File: src/rtl/reduce_pkg.sv
// Shared types and helpers for the pipelined reduction gate.
// Holds the op encoding, the identity element and the per-level tree widths.
package reduce_pkg;

  typedef enum logic [1:0] {
    RED_AND  = 2'b00,
    RED_OR   = 2'b01,
    RED_XOR  = 2'b10,
    RED_NAND = 2'b11
  } red_op_t;

  // Identity element used to pad odd element counts.
  function automatic logic red_identity(input red_op_t op);
    return (op == RED_AND) || (op == RED_NAND);
  endfunction

  // NAND folds as AND; the final stage applies the inversion.
  function automatic logic red_combine(input red_op_t op, input logic a, input logic b);
    case (op)
      RED_OR:  return a | b;
      RED_XOR: return a ^ b;
      default: return a & b;
    endcase
  endfunction

  // Element count entering tree level 'level' for a 'width'-bit input.
  function automatic int red_level_width(input int width, input int level);
    int w;
    w = width;
    for (int i = 0; i < level; i++) w = (w + 1) / 2;
    return w;
  endfunction

endpackage

File: src/rtl/reduce_stage.sv
// One reduction tree level: pairwise combine, then register data, op and valid.
// All stages share one advance enable so bubbles shift like real entries.
module reduce_stage
  import reduce_pkg::*;
#(
  parameter int IN_W = 8,
  parameter bit LAST = 1'b0
) (
  input  logic                     clk,
  input  logic                     rst_n,
  input  logic                     adv,
  input  logic                     in_valid,
  input  red_op_t                  in_op,
  input  logic [IN_W-1:0]          in_data,
  output logic                     out_valid,
  output red_op_t                  out_op,
  output logic [(IN_W+1)/2-1:0]    out_data
);

  localparam int OUT_W = (IN_W + 1) / 2;
  localparam int PAD_W = 2 * OUT_W;

  logic [PAD_W-1:0] padded;
  logic [OUT_W-1:0] reduced;

  always_comb begin
    // NOTE: every comb output gets a default first, so no path can infer a latch.
    padded             = {PAD_W{red_identity(in_op)}};
    reduced            = '0;
    padded[IN_W-1:0]   = in_data;
    for (int i = 0; i < OUT_W; i++) begin
      reduced[i] = red_combine(in_op, padded[2*i], padded[2*i+1]);
    end
    if (LAST && (in_op == RED_NAND)) reduced = ~reduced;
  end

  // NOTE: sequential state uses non-blocking assignments; data/op are reset too so
  // the outputs read as zero after reset rather than holding stale values.
  always_ff @(posedge clk or negedge rst_n) begin
    if (!rst_n) begin
      out_valid <= 1'b0;
      out_op    <= RED_AND;
      out_data  <= '0;
    end else if (adv) begin
      out_valid <= in_valid;
      out_op    <= in_op;
      out_data  <= reduced;
    end
  end

endmodule

File: src/rtl/pipelined_reduce_gate.sv
// N-input AND/OR/XOR/NAND reduction tree, one register per level, valid/ready both sides.
// Optional REDUCE_HIT_COUNT_EN adds a saturating count of accepted results equal to 1.
module pipelined_reduce_gate
  import reduce_pkg::*;
#(
  parameter int WIDTH = 8
) (
  input  logic             clk,
  input  logic             rst_n,
  input  logic             in_valid,
  output logic             in_ready,
  input  logic [WIDTH-1:0] in_data,
  input  logic [1:0]       in_op,
  output logic             out_valid,
  input  logic             out_ready,
  output logic             out_s,
  output logic [1:0]       out_op
`ifdef REDUCE_HIT_COUNT_EN
  ,
  output logic [15:0]      hit_count
`endif
);

  localparam int STAGES = $clog2(WIDTH);

  logic adv;

  // Single global stall: the whole tree moves or the whole tree holds.
  assign adv      = out_ready | ~out_valid;
  assign in_ready = adv;

  for (genvar k = 0; k < STAGES; k++) begin : gen_level
    localparam int IN_W  = red_level_width(WIDTH, k);
    localparam int OUT_W = (IN_W + 1) / 2;

    logic [IN_W-1:0]  s_in;
    logic             v_in;
    red_op_t          op_in;
    logic [OUT_W-1:0] s_out;
    logic             v_out;
    red_op_t          op_out;

    if (k == 0) begin : g_first
      assign s_in  = in_data;
      assign v_in  = in_valid & in_ready;
      assign op_in = red_op_t'(in_op);
    end else begin : g_next
      assign s_in  = gen_level[k-1].s_out;
      assign v_in  = gen_level[k-1].v_out;
      assign op_in = gen_level[k-1].op_out;
    end

    reduce_stage #(
      .IN_W (IN_W),
      .LAST (k == STAGES - 1)
    ) u_stage (
      .clk       (clk),
      .rst_n     (rst_n),
      .adv       (adv),
      .in_valid  (v_in),
      .in_op     (op_in),
      .in_data   (s_in),
      .out_valid (v_out),
      .out_op    (op_out),
      .out_data  (s_out)
    );
  end

  assign out_valid = gen_level[STAGES-1].v_out;
  assign out_s     = gen_level[STAGES-1].s_out[0];
  assign out_op    = gen_level[STAGES-1].op_out;

`ifdef REDUCE_HIT_COUNT_EN
  always_ff @(posedge clk or negedge rst_n) begin
    if (!rst_n) begin
      hit_count <= 16'd0;
    end else if (out_valid && out_ready && out_s && (hit_count != 16'hFFFF)) begin
      hit_count <= hit_count + 16'd1;
    end
  end
`endif

endmodule
File: config.mk
export PLATFORM = sky130hd
export DESIGN_NAME = pipelined_reduce_gate
export DESIGN_NICKNAME = d
export VERILOG_FILES = /design/src/rtl/reduce_pkg.sv /design/src/rtl/reduce_stage.sv /design/src/rtl/pipelined_reduce_gate.sv
export SDC_FILE = /design/constraint.sdc
export NUM_CORES = 1
export LEC_CHECK = 0
export ABC_AREA = 1
export CAP_MARGIN = 20
export CORE_AREA = 5 5 59 61
export CTS_BUF_LIST = sky130_fd_sc_hd__clkbuf_16
export DETAILED_ROUTE_END_ITERATION = 8
export DIE_AREA = 0 0 64 66
export GPL_ROUTABILITY_DRIVEN = 0
export PLACE_DENSITY = 0.65
export SYNTH_ARGS = -nofsm -noshare
export SYNTH_HDL_FRONTEND = slang
export SYNTH_SLANG_ARGS = --single-unit
File: constraint.sdc
create_clock -name clk -period 2 [get_ports clk]
set_clock_uncertainty 0.15 [all_clocks]
set_input_delay 0.3 -clock clk [delete_from_list [all_inputs] [get_ports clk]]
set_output_delay 0.3 -clock clk [all_outputs]
set_load 0.05 [all_outputs]
==> results of run 1 <==
## sequential cells by signal (all words and copies together), names as in the netlist
name and cells:
gen_level.u_stage.out_data 7, gen_level.u_stage.out_op 6, gen_level.u_stage.out_valid 3
## layout by cell type, fill, tap and decap left out, drive strengths merged
cell type	instances
buf	3
inv	30
ha	21
a21oi	6
clkinv	1
o21ai	13
nand2	29
or2	1
nand3	3
dfrtp	16
a22oi	6
clkbuf	3
nor2	1
clkdlybuf4s50	17
## power groups by stage
stage                     registers, mW  logic (mW)  clock network (mW)
after floorplan                   0.639       0.404                   0
after global placement            0.514       0.712                   0
after detailed placement          0.521       0.731                   0
after CTS                         0.516       0.736               0.397
after global routing              0.530       0.827               0.421
final                             0.514       0.727               0.393
## area by class of cell
| class | instances | area (um2) | share of cell area |
|---|---|---|---|
| clock buffers | 3 | 75.1 | 0.0544 |
| clock inverters | 1 | 3.75 | 0.00272 |
| inverters | 30 | 113 | 0.0817 |
| multi-input cells | 80 | 553 | 0.401 |
| flip-flops and latches | 16 | 400 | 0.290 |
| well taps | 33 | 41.3 | 0.0299 |
| repair buffers | 20 | 193 | 0.140 |
## cells by family (layout without fill, tap and decap cells)
group	after synthesis	count (layout)	share of synthesized area
AOI/OAI and AO/OA	25	25	0.129
adders and majority gates	21	21	0.241
buffers and inverters	32	54	0.124
DFF	16	16	0.368
and+or+nand+nor	34	34	0.138
## metal layers
metal  global-route usage  share of wire  vias up
met2                0.185           0.50       18
met3               0.0153          0.036        4
li1                     -              -      446
met5                    0              0        -
met1                0.109           0.44      369
met4               0.0597          0.023        0
## how the worst max path moves through the flow
stage / from / endpoint / slack, ns / cells after the start
final: gen_level[2].u_stage.out_valid / out_valid / 0.15 / 1
after global placement: in_op[0] / gen_level[0].u_stage.out_data[3] / 0.24 / 6
after CTS: gen_level[2].u_stage.out_valid / out_valid / 0.14 / 1
after global routing: gen_level[2].u_stage.out_op[0] / out_op[0] / 0.12 / 1
after floorplan: gen_level[2].u_stage.out_valid / gen_level[2].u_stage.out_data / 0.29 / 5
after detailed placement: in_op[0] / gen_level[0].u_stage.out_data[2] / 0.21 / 6
## worst register-to-register path, stage by stage (launching register included)
cell and delay, ns:
dfrtp_1 0.39, inv_1 0.08, ha_1 0.28, inv_1 0.05
or2_2 0.29, nand2_1 0.07, nand2_1 0.05, nand3_1 0.06
nand2_1 0.05
## through the flow
| stage | utilization | hold slack, ns | setup WS, ns | power, mW | area (um2) |
|---|---|---|---|---|---|
| 6_report | 0.471 | 0.220 | 0.154 | 1.63 | 1380 |
| 5_1_grt | 0.471 | 0.256 | 0.116 | 1.78 | 1380 |
| 4_1_cts | 0.471 | 0.225 | 0.142 | 1.65 | 1380 |
| 3_5_place_dp | 0.444 | 0.281 | 0.213 | 1.25 | 1300 |
| 3_3_place_gp | 0.444 | 0.276 | 0.239 | 1.23 | 1300 |
| 2_1_floorplan | - | -0.146 | 0.294 | 1.04 | 1090 |
==> impl_metrics.json, run 1 <==
{
  "synth_most_common_cell": "inv_1",
  "fmax_mhz": 542,
  "slowest_delay_ns": 0.80,
  "worstPathArrival_ns": 1.40,
  "antenna_found_initial": 0,
  "drt-total-wl_um": 1880,
  "cts_resized": 0,
  "synth_seq_cells": 16,
  "endpoint_kind": "output pin",
  "yosys_warnings": 0,
  "synth_commonest_cells": "30 x inv_1, 29 x nand2_1, 21 x ha_1, 16 x dfrtp_1, 7 x o21ai_1",
  "crit_slowest_cell": "clkdlybuf4s50_1",
  "vias": 837,
  "cts_hold_buf": 0,
  "drv_cap": 0,
  "antenna_cells": 0,
  "crit_chain": "clkdlybuf4s50_1",
  "ctsHtreeMaxLevel": 1,
  "p_sw_mw": 0.652,
  "synth_area_um2": 1090,
  "drc": 0,
  "grt-ovfl-total": 0,
  "synth-edff-count": 0,
  "fin_cells": 183,
  "r2r-start": "gen_level[1].u_stage.out_op[0]",
  "avgRoutedWirePerCell_um": 10.3,
  "cts_tree": "done",
  "switching_share": 0.399,
  "placedCellCount": 179,
  "synth_nets": 163,
  "nets": 186,
  "peakVddDrop_mv": 0.824,
  "drv_slew": 0,
  "cts_setup_buffers": 0,
  "critPathTopFamily": "buffers and inverters",
  "rsz0062_at_grt": "false",
  "crit_buf_inv": 1,
  "syn_to_final_growth_pct": 26.7,
  "drt_iter0_drc": 21,
  "dp_hpwl_um": 1480,
  "yosysTopAreaCell": "dfrtp_1",
  "period_needed_ns": 1.85,
  "required_ns": 1.55,
  "worst-path-max-fanout": 2,
  "die_area_um2": 4220,
  "startpoint_type": "register",
  "via_per_inst": 4.57,
  "n_fill_cell": 289,
  "r2r_end": "gen_level[2].u_stage.out_data",
  "drive_gt1_frac": 0.0533,
  "cts_root_buffer": "clkbuf_16",
  "clkTransAtPathRegs_ns": 0.05,
  "cts_buffer_depth": 2,
  "clock_latency_ns": 0.25,
  "synth.area.top_cells": "dfrtp_1 37%, ha_1 24%, inv_1 10%",
  "syn_avg_cell_area_um2": 8.50,
  "postSynthCellCount": 128,
  "grt_pass1_vias": 860,
  "io_pins": 19,
  "grt_usage": 0.101,
  "synth_top_area_share": 0.368,
  "io_buffers": 18,
  "hold_class": "input pin to asynchronous set/reset pin",
  "slew_headroom": 0.669,
  "die_x_um": 64,
  "pwr-share-comb": 0.445,
  "setup_tns_ns": 0,
  "core_um2": 2930,
  "synthArstFlopShare": 1.00,
  "detail-route-antenna-nets": 0,
  "p_leak_nw": 0.741,
  "power.share.clock": 0.240,
  "grt_max_degree": 27,
  "synth-seq-area-share": 0.368,
  "hold_violations": 0,
  "core.rowCount": 20,
  "rrSetupSlack_ns": 0.42,
  "grt_pass1_wl_um": 3440,
  "clkSinkCount": 16,
  "p_int_mw": 0.982,
  "critical_path_class": "register to output pin",
  "power.density_nw_per_um2": 1190,
  "drt-pass1-iter-count": 4,
  "yosys.cell_types.count": 12,
  "ys.flop_type": "dfrtp_1",
  "tightest_slew_ns": 0.494,
  "outcome": "complete, no violations",
  "seq_power_share": 0.315,
  "reg2regPathDepth": 8,
  "die_h_um": 66,
  "cts_buffers": 3,
  "initial_core_util": 0.372,
  "period_share": 0.923,
  "setup_viol": 0
}
Power figures use the tool's default switching activity.
==> run 2, diff against run 1 <==
--- a/config.mk
+++ b/config.mk
@@ -5,7 +5,6 @@
 export SDC_FILE = /design/constraint.sdc
 export NUM_CORES = 1
 export LEC_CHECK = 0
-export ABC_AREA = 1
 export CAP_MARGIN = 20
 export CORE_AREA = 5 5 59 61
 export CTS_BUF_LIST = sky130_fd_sc_hd__clkbuf_16
==> run 2 against run 1 <==
  * Sequential power down 7.4%
  * Power shrank 12%
  * Cell count is 4.9% lower
  * Core utilization rose by 0.085 points
  * Flip-flop and latch count is the same
  * Clock power is 2% lower
  * Critical path type unchanged
  * Largest power group unchanged
==> impl_metrics.json, run 2 <==
{
  "cts_root_buffer": "clkbuf_16",
  "synth.area.top_cells": "dfrtp_1 37%, ha_1 24%, inv_1 7.2%",
  "final_cell_mix": "21 x inv_1, 21 x ha_1, 19 x nand2_1, 17 x clkdlybuf4s50_1, 16 x dfrtp_1",
  "postSynthCellCount": 121,
  "period_needed_ns": 1.83,
  "cts_hold_buf": 0,
  "outcome": "complete, no violations",
  "startpoint_type": "register",
  "rsz0062_at_grt": "false",
  "crit_buf_inv": 1,
  "grt_max_degree": 27,
  "grt.busiest_layer": "met2",
  "crit_chain": "clkdlybuf4s50_1",
  "syn_avg_cell_area_um2": 9.05,
  "drc": 0,
  "synth_commonest_cells": "21 x ha_1, 21 x inv_1, 19 x nand2_1, 16 x dfrtp_1, 13 x a21oi_1",
  "via_per_inst": 4.55,
  "drv_cap": 0,
  "nets": 177,
  "setup_viol": 0,
  "die_x_um": 64,
  "drt-pass1-iter-count": 5,
  "required_ns": 1.55,
  "fmax_mhz": 545,
  "drt_iter0_drc": 21,
  "yosys_warnings": 0,
  "critical_path_class": "register to output pin",
  "drv_slew": 0,
  "grt-ovfl-total": 0,
  "whs_ns": 0.230,
  "ctsHtreeMaxLevel": 1,
  "synthArstFlopShare": 1.00,
  "detail-route-antenna-nets": 0,
  "period_share": 0.917,
  "synth_nets": 156,
  "synth-edff-count": 0,
  "syn_to_final_growth_pct": 26.2,
  "clock_latency_ns": 0.24,
  "cts_setup_buffers": 0,
  "io_pins": 19,
  "dp_hpwl_um": 1500,
  "core.rowCount": 20,
  "reg_top3": "gen_level.u_stage.out_data: 7 flops, gen_level.u_stage.out_op: 6 flops, gen_level.u_stage.out_valid: 3 flops",
  "cts_buffers": 3,
  "die_h_um": 66,
  "grt_use_met3": 0.0340,
  "tightest_slew_ns": 0.495,
  "critPathTopFamily": "buffers and inverters",
  "cts_tree": "done",
  "slew_headroom": 0.669,
  "worst-path-max-fanout": 2,
  "hold_class": "input pin to asynchronous set/reset pin",
  "synth-seq-area-share": 0.366,
  "power.density_nw_per_um2": 1040,
  "synth_top_area_share": 0.366,
  "globalRouteMet2Util": 0.178,
  "yosys.cell_types.count": 17,
  "synth_seq_cells": 16,
  "cts_buffer_depth": 2,
  "grt_util_met1": 0.0861,
  "antenna_found_initial": 0,
  "avgRoutedWirePerCell_um": 10.3,
  "core_um2": 2930,
  "hold_violations": 0,
  "peakVddDrop_mv": 0.925,
  "synth_area_um2": 1090,
  "drive_gt1_frac": 0.0851,
  "regMostFlops": "gen_level.u_stage.out_data",
  "ys.flop_type": "dfrtp_1",
  "grt_pass1_vias": 776,
  "vias": 792,
  "antenna_cells": 0,
  "p_leak_nw": 0.682,
  "grt_usage": 0.0898,
  "clkSinkCount": 16,
  "largest_reg_flops": 7,
  "initial_core_util": 0.374,
  "setup_tns_ns": 0,
  "io_buffers": 18,
  "drt-total-wl_um": 1790,
  "die_area_um2": 4220,
  "clkTransAtPathRegs_ns": 0.05,
  "yosysTopAreaCell": "dfrtp_1",
  "cts_resized": 0,
  "worstPathArrival_ns": 1.38,
  "endpoint_kind": "output pin",
  "grt_pass1_wl_um": 3020,
  "crit_slowest_cell": "clkdlybuf4s50_1",
  "slowest_delay_ns": 0.80
}
-- run 2: cell count changes after synthesis, sizes merged, moves of 3 or more --
cell / delta
nand2: -10
inv: -9
a21oi: +8
nand2b: +7
a22oi: -6
nand3: -3
-- run 2: cell families after synthesis --
logic type / Yosys count / share of synthesized area
buf+inv: 25 / 0.0960
mux: 2 / 0.0274
xor+xnor: 1 / 0.00800
flops: 16 / 0.366
fa+ha+maj: 21 / 0.240
simple gates: 29 / 0.136
compound gates: 27 / 0.127
-- run 2: through the flow --
stage / instance area (um2) / cells / worst slack (ns) / util / power [mW]
6_report: 1380 / 174 / 0.167 / 0.472 / 1.44
3_3_place_gp: 1300 / 170 / 0.226 / 0.445 / 1.04
3_5_place_dp: 1300 / 170 / 0.167 / 0.445 / 1.07
2_1_floorplan: 1090 / 121 / 0.316 / - / 0.896
4_1_cts: 1380 / 174 / 0.155 / 0.472 / 1.46
5_1_grt: 1380 / 174 / 0.115 / 0.472 / 1.54
-- run 2: cell type report --
cell class | instances | area, um2
Clock buffer | 3 | 75.1
Clock inverter | 1 | 3.75
Fill cell | 297 | 1550
Inverter | 21 | 78.8
Multi-Input combinational cell | 80 | 589
Sequential cell | 16 | 400
Tap cell | 33 | 41.3
Timing Repair Buffer | 20 | 193
-- run 2: worst register-to-register path, delay by kind of cell, from the launching register on --
family	cells	cell delay (ns)
DFF	1	0.39
xor gates and xnor gates	1	0.13
AOI/OAI and AO/OA	3	0.34
adders and majority gates	1	0.30
buffers and inverters	1	0.07
-- run 2: path summary, 6_finish.rpt --
kind                                                    endpoint  slack, ns                           start  cells after the start
worst max-delay path                                   out_valid       0.17  gen_level[2].u_stage.out_valid                      1
max in group asynchronous       gen_level[1].u_stage.out_data[1]       1.30                           rst_n                      2
worst min register to register    gen_level[2].u_stage.out_op[1]       0.32  gen_level[2].u_stage.out_op[1]                      2
worst min-delay path              gen_level[1].u_stage.out_op[0]       0.23                           rst_n                      2
worst max register to register     gen_level[2].u_stage.out_data       0.51  gen_level[1].u_stage.out_op[0]                      6
min in group clk                  gen_level[2].u_stage.out_op[1]       0.32  gen_level[2].u_stage.out_op[1]                      2
-- run 2: where the power goes --
group	switching [mW]	leakage [nW]	total, mW	internal (mW)
Combinational	0.327	0.444	0.576	0.249
Sequential	0.0606	0.199	0.476	0.416
Clock	0.120	0.0385	0.385	0.265
-- run 2: routing by layer --
layer	vias to the layer above	share of wire
li1	417	-
met1	354	0.42
met2	21	0.52
met3	0	0.066
met4	0	0
met5	-	0
==> run 3, diff against run 2 <==
--- a/config.mk
+++ b/config.mk
@@ -12,6 +12,7 @@
 export DIE_AREA = 0 0 64 66
 export GPL_ROUTABILITY_DRIVEN = 0
 export PLACE_DENSITY = 0.65
+export REMOVE_ABC_BUFFERS = 1
 export SYNTH_ARGS = -nofsm -noshare
 export SYNTH_HDL_FRONTEND = slang
 export SYNTH_SLANG_ARGS = --single-unit
==> run 3 against run 2 <==
  * Worst hold slack lost 0.0082 ns
  * Sequential share of layout area is the same
  * Critical path depth is the same
  * Final area is the same
  * Cell count is the same
  * Flip-flop and latch count is the same
==> impl_metrics.json, run 3 (synthesis results as in run 2) <==
{
  "setup_viol": 0,
  "cts_buffers": 3,
  "drv_slew": 0,
  "fmax_mhz": 545,
  "tightest_slew_ns": 0.492,
  "avgRoutedWirePerCell_um": 9.70,
  "period_needed_ns": 1.83,
  "endpoint_kind": "output pin",
  "critPathTopFamily": "buffers and inverters",
  "reg_top3": "gen_level.u_stage.out_data: 7 flops, gen_level.u_stage.out_op: 6 flops, gen_level.u_stage.out_valid: 3 flops",
  "nets": 177,
  "cts_hold_buf": 0,
  "period_share": 0.917,
  "outcome": "complete, no violations",
  "io_buffers": 18,
  "slew_headroom": 0.671,
  "cts_resized": 0,
  "regMostFlops": "gen_level.u_stage.out_data",
  "worst-path-max-fanout": 2,
  "syn_to_final_growth_pct": 26.2,
  "crit_chain": "clkdlybuf4s50_1",
  "core_um2": 2930,
  "startpoint_type": "register",
  "whs_ns": 0.222,
  "final_cell_mix": "21 x inv_1, 21 x ha_1, 19 x nand2_1, 17 x clkdlybuf4s50_1, 16 x dfrtp_1",
  "grt_usage": 0.0907,
  "cts_root_buffer": "clkbuf_16",
  "ctsHtreeMaxLevel": 1,
  "highest_layer": "met4",
  "crit_buf_inv": 1,
  "die_area_um2": 4220,
  "initial_core_util": 0.374,
  "io_pins": 19,
  "required_ns": 1.55,
  "largest_reg_flops": 7,
  "via_per_inst": 4.54,
  "grt_pass1_vias": 749,
  "antenna_cells": 0,
  "setup_tns_ns": 0,
  "grt_pass1_wl_um": 3040,
  "clkSinkCount": 16,
  "cts_buffer_depth": 2,
  "clkTransAtPathRegs_ns": 0.05,
  "p_leak_nw": 0.682,
  "rsz0062_at_grt": "false",
  "dp_hpwl_um": 1390,
  "critical_path_class": "register to output pin",
  "drt-total-wl_um": 1690,
  "die_h_um": 66,
  "vias": 790,
  "cts_setup_buffers": 0,
  "drc": 0,
  "grt_max_degree": 28,
  "crit_slowest_cell": "clkdlybuf4s50_1",
  "wl_met3_um": 109,
  "cts_tree": "done",
  "hold_violations": 0,
  "power.density_nw_per_um2": 1040,
  "antenna_found_initial": 0,
  "drive_gt1_frac": 0.0851,
  "worstPathArrival_ns": 1.38,
  "drt_iter0_drc": 45,
  "drt-pass1-iter-count": 4,
  "core.rowCount": 20,
  "drv_cap": 0,
  "die_x_um": 64,
  "wl_met1_um": 717,
  "clock_latency_ns": 0.24,
  "detail-route-antenna-nets": 0,
  "peakVddDrop_mv": 0.635,
  "wl_met2_um": 833,
  "slowest_delay_ns": 0.80,
  "hold_class": "input pin to asynchronous set/reset pin",
  "grt-ovfl-total": 0
}
==> run 3: cell type report <==
type	instances	area, um2
fill	271	1550
sequential	16	400
tap	33	41.3
timing repair buffer	20	193
multi-input combinational	80	589
clock buffer	3	75.1
inverter	21	78.8
clock inverter	1	3.75
==> run 3: power breakdown <==
part / leakage (nW) / switching [mW] / total, mW / internal [mW]
Clock: 0.0385 / 0.120 / 0.385 / 0.265
Combinational: 0.444 / 0.320 / 0.568 / 0.247
Sequential: 0.199 / 0.0614 / 0.477 / 0.416
Total: 0.682 / 0.502 / 1.43 / 0.928
==> run 3: final timing paths <==
path	from	end	slack (ns)	cells after the start
max	gen_level[2].u_stage.out_op[1]	out_op[1]	0.17	1
max reg2reg	gen_level[1].u_stage.out_op[0]	gen_level[2].u_stage.out_data	0.53	6
min reg2reg	gen_level[1].u_stage.out_valid	gen_level[2].u_stage.out_valid	0.32	1
min	rst_n	gen_level[1].u_stage.out_op[0]	0.22	2
min in group clk	gen_level[1].u_stage.out_valid	gen_level[2].u_stage.out_valid	0.32	1
max in group asynchronous	rst_n	gen_level[2].u_stage.out_data	1.30	2
==> run 3: metrics by stage <==
step           power (mW)  setup slack (ns)  utilization  instance area, um2  instances
6_report             1.43             0.165        0.472                1380        174
4_1_cts              1.45             0.149        0.472                1380        174
5_1_grt              1.55             0.122        0.472                1380        174
2_1_floorplan       0.881             0.108            -                1070        117
3_3_place_gp         1.04             0.220        0.445                1300        170
3_5_place_dp         1.06             0.199        0.445                1300        170
==> run 3: per-layer routing <==
layer	up-vias	global-route usage
met2	21	0.162
met4	0	0.0390
met3	4	0.0272
met1	341	0.0980
li1	424	-
met5	-	0
==> RTL edit (flow settings as in run 2) <==
`WIDTH`: 8 -> 4.
--- a/src/rtl/pipelined_reduce_gate.sv
+++ b/src/rtl/pipelined_reduce_gate.sv
@@ -4,5 +4,5 @@
   import reduce_pkg::*;
 #(
-  parameter int WIDTH = 8
+  parameter int WIDTH = 4
 ) (
   input  logic             clk,
Ports: changed (resized in_data); port bits go from 19 to 15. No check against the original RTL was run, so the function may have changed too.
==> RTL edit against run 2 <==
  * Wire length down 45%
  * Combinational power down 54%
  * First-iteration DRC count is 81% lower
  * Area after synthesis shrank 46%
  * Critical path depth unchanged
  * Setup slack improved by 0.0039 ns
  * Clock power is 12% lower
  * Power down 41%
  * Design area fell by 39%
  * Register-to-register slack worse by 0.03 ns
  * Sequential cell count shrank 7
  * Largest cell class unchanged
  * Highest routed layer is now met4
==> RTL edit: results (changes against run 2) <==
| Step | Metric | Value | Change |
|:---|:---|:---|:---|
| outcome | Run status | finished, final reports clean | unchanged |
| yosys | Cell variety after synth | 19 | was 17 |
| critical path | Setup slack of the worst register-to-register path | 0.48 ns | was 0.51 ns |
| power and ir drop | Pleak | 0.413 nW | was 0.682 nW |
| final layout | Signal buffers | 15 | was 20 |
| placement | Worst slack at placement | 0.144 ns | was 0.167 ns |
| critical path | Crit path from | gen_level[1].u_stage.out_op[1] | was gen_level[2].u_stage.out_valid |
| yosys | Post-Synthesis Net Count | 81 | was 156 |
| drt | First-pass iteration count of the detailed router | 3 | was 5 |
| placement | Input/output buffers | 14 | was 18 |
| power and ir drop | Worst ir drop on vdd | 418 uV | was 925 uV |
| final layout | Share of cells above drive strength 1 | 0.141 | was 0.0851 |
| final layout | Largest registers ranked by flip-flop count | gen_level.u_stage.out_op x4, gen_level.u_stage.out_data x3, gen_level.u_stage.out_valid x2 | was gen_level.u_stage.out_data x7, gen_level.u_stage.out_op x6, gen_level.u_stage.out_valid x3 |
| drt | Initial DRC count | 4 | was 21 |
| global routing | Total global-route track usage | 0.0577 | was 0.0898 |
| power and ir drop | Total power | 0.842 mW | was 1.44 mW |
| yosys | Seq/Total Area, Yosys | 0.381 | was 0.366 |
| final layout | Fill count | 309 | was 297 |
| final layout | Post-layout net count | 100 | was 177 |
| global routing | Maximum number of pins on one net before global-route repair | 12 | was 27 |
| drt | Avg WL per Cell | 8.91 microns | was 10.3 microns |
| yosys | Most numerous cell types in the synthesized netlist | 13 x sky130_fd_sc_hd__inv_1, 11 x sky130_fd_sc_hd__ha_1, 9 x sky130_fd_sc_hd__dfrtp_1 | was 21 x sky130_fd_sc_hd__ha_1, 21 x sky130_fd_sc_hd__inv_1, 19 x sky130_fd_sc_hd__nand2_1 |
| final layout | Total area of sequential cells | 225 sq um | was 400 sq um |
| final layout | Count of non-CTS inverters in the layout | 13 | was 21 |
| power and ir drop | Share of power burned in combinational logic | 0.315 | was 0.401 |
| global routing | Vias in the first global route | 467 | was 776 |
| final layout | Final non-clock buffer share | 0.172 | was 0.139 |
| final layout | Clock network contribution to total cell area | 0.0932 | was 0.0571 |
| yosys | Yosys reg bits | 9 | was 16 |
| final layout | Number of multi-input combinational cells in the layout | 37 | was 80 |
RTL edit: cell count changes after synthesis, sizes merged, moves of 2 or more:
cell | run 2 | this run
nand2 | 19 | 5
a21oi | 14 | 2
ha | 21 | 11
inv | 21 | 13
dfrtp | 16 | 9
o21ai | 13 | 7
nand2b | 7 | 3
buf | 4 | 1
a221o | 0 | 2
nand3 | 0 | 2
RTL edit: per-layer routing:
layer,track usage,vias to the layer above,share of wire
met5,0,-,0
met4,0.0312,0,0.010
met3,0.0306,2,0.068
met2,0.0854,9,0.48
met1,0.0660,201,0.44
li1,-,230,-
RTL edit: cell families after synthesis:
group	after synthesis	synth area share
buffers and inverters	14	0.101
AND/OR/NAND/NOR	13	0.129
AO/OA/AOI/OAI	11	0.123
adder cells (fa/ha/maj)	11	0.233
flip-flops	9	0.381
XOR/XNOR	1	0.0148
multiplexers	1	0.0190
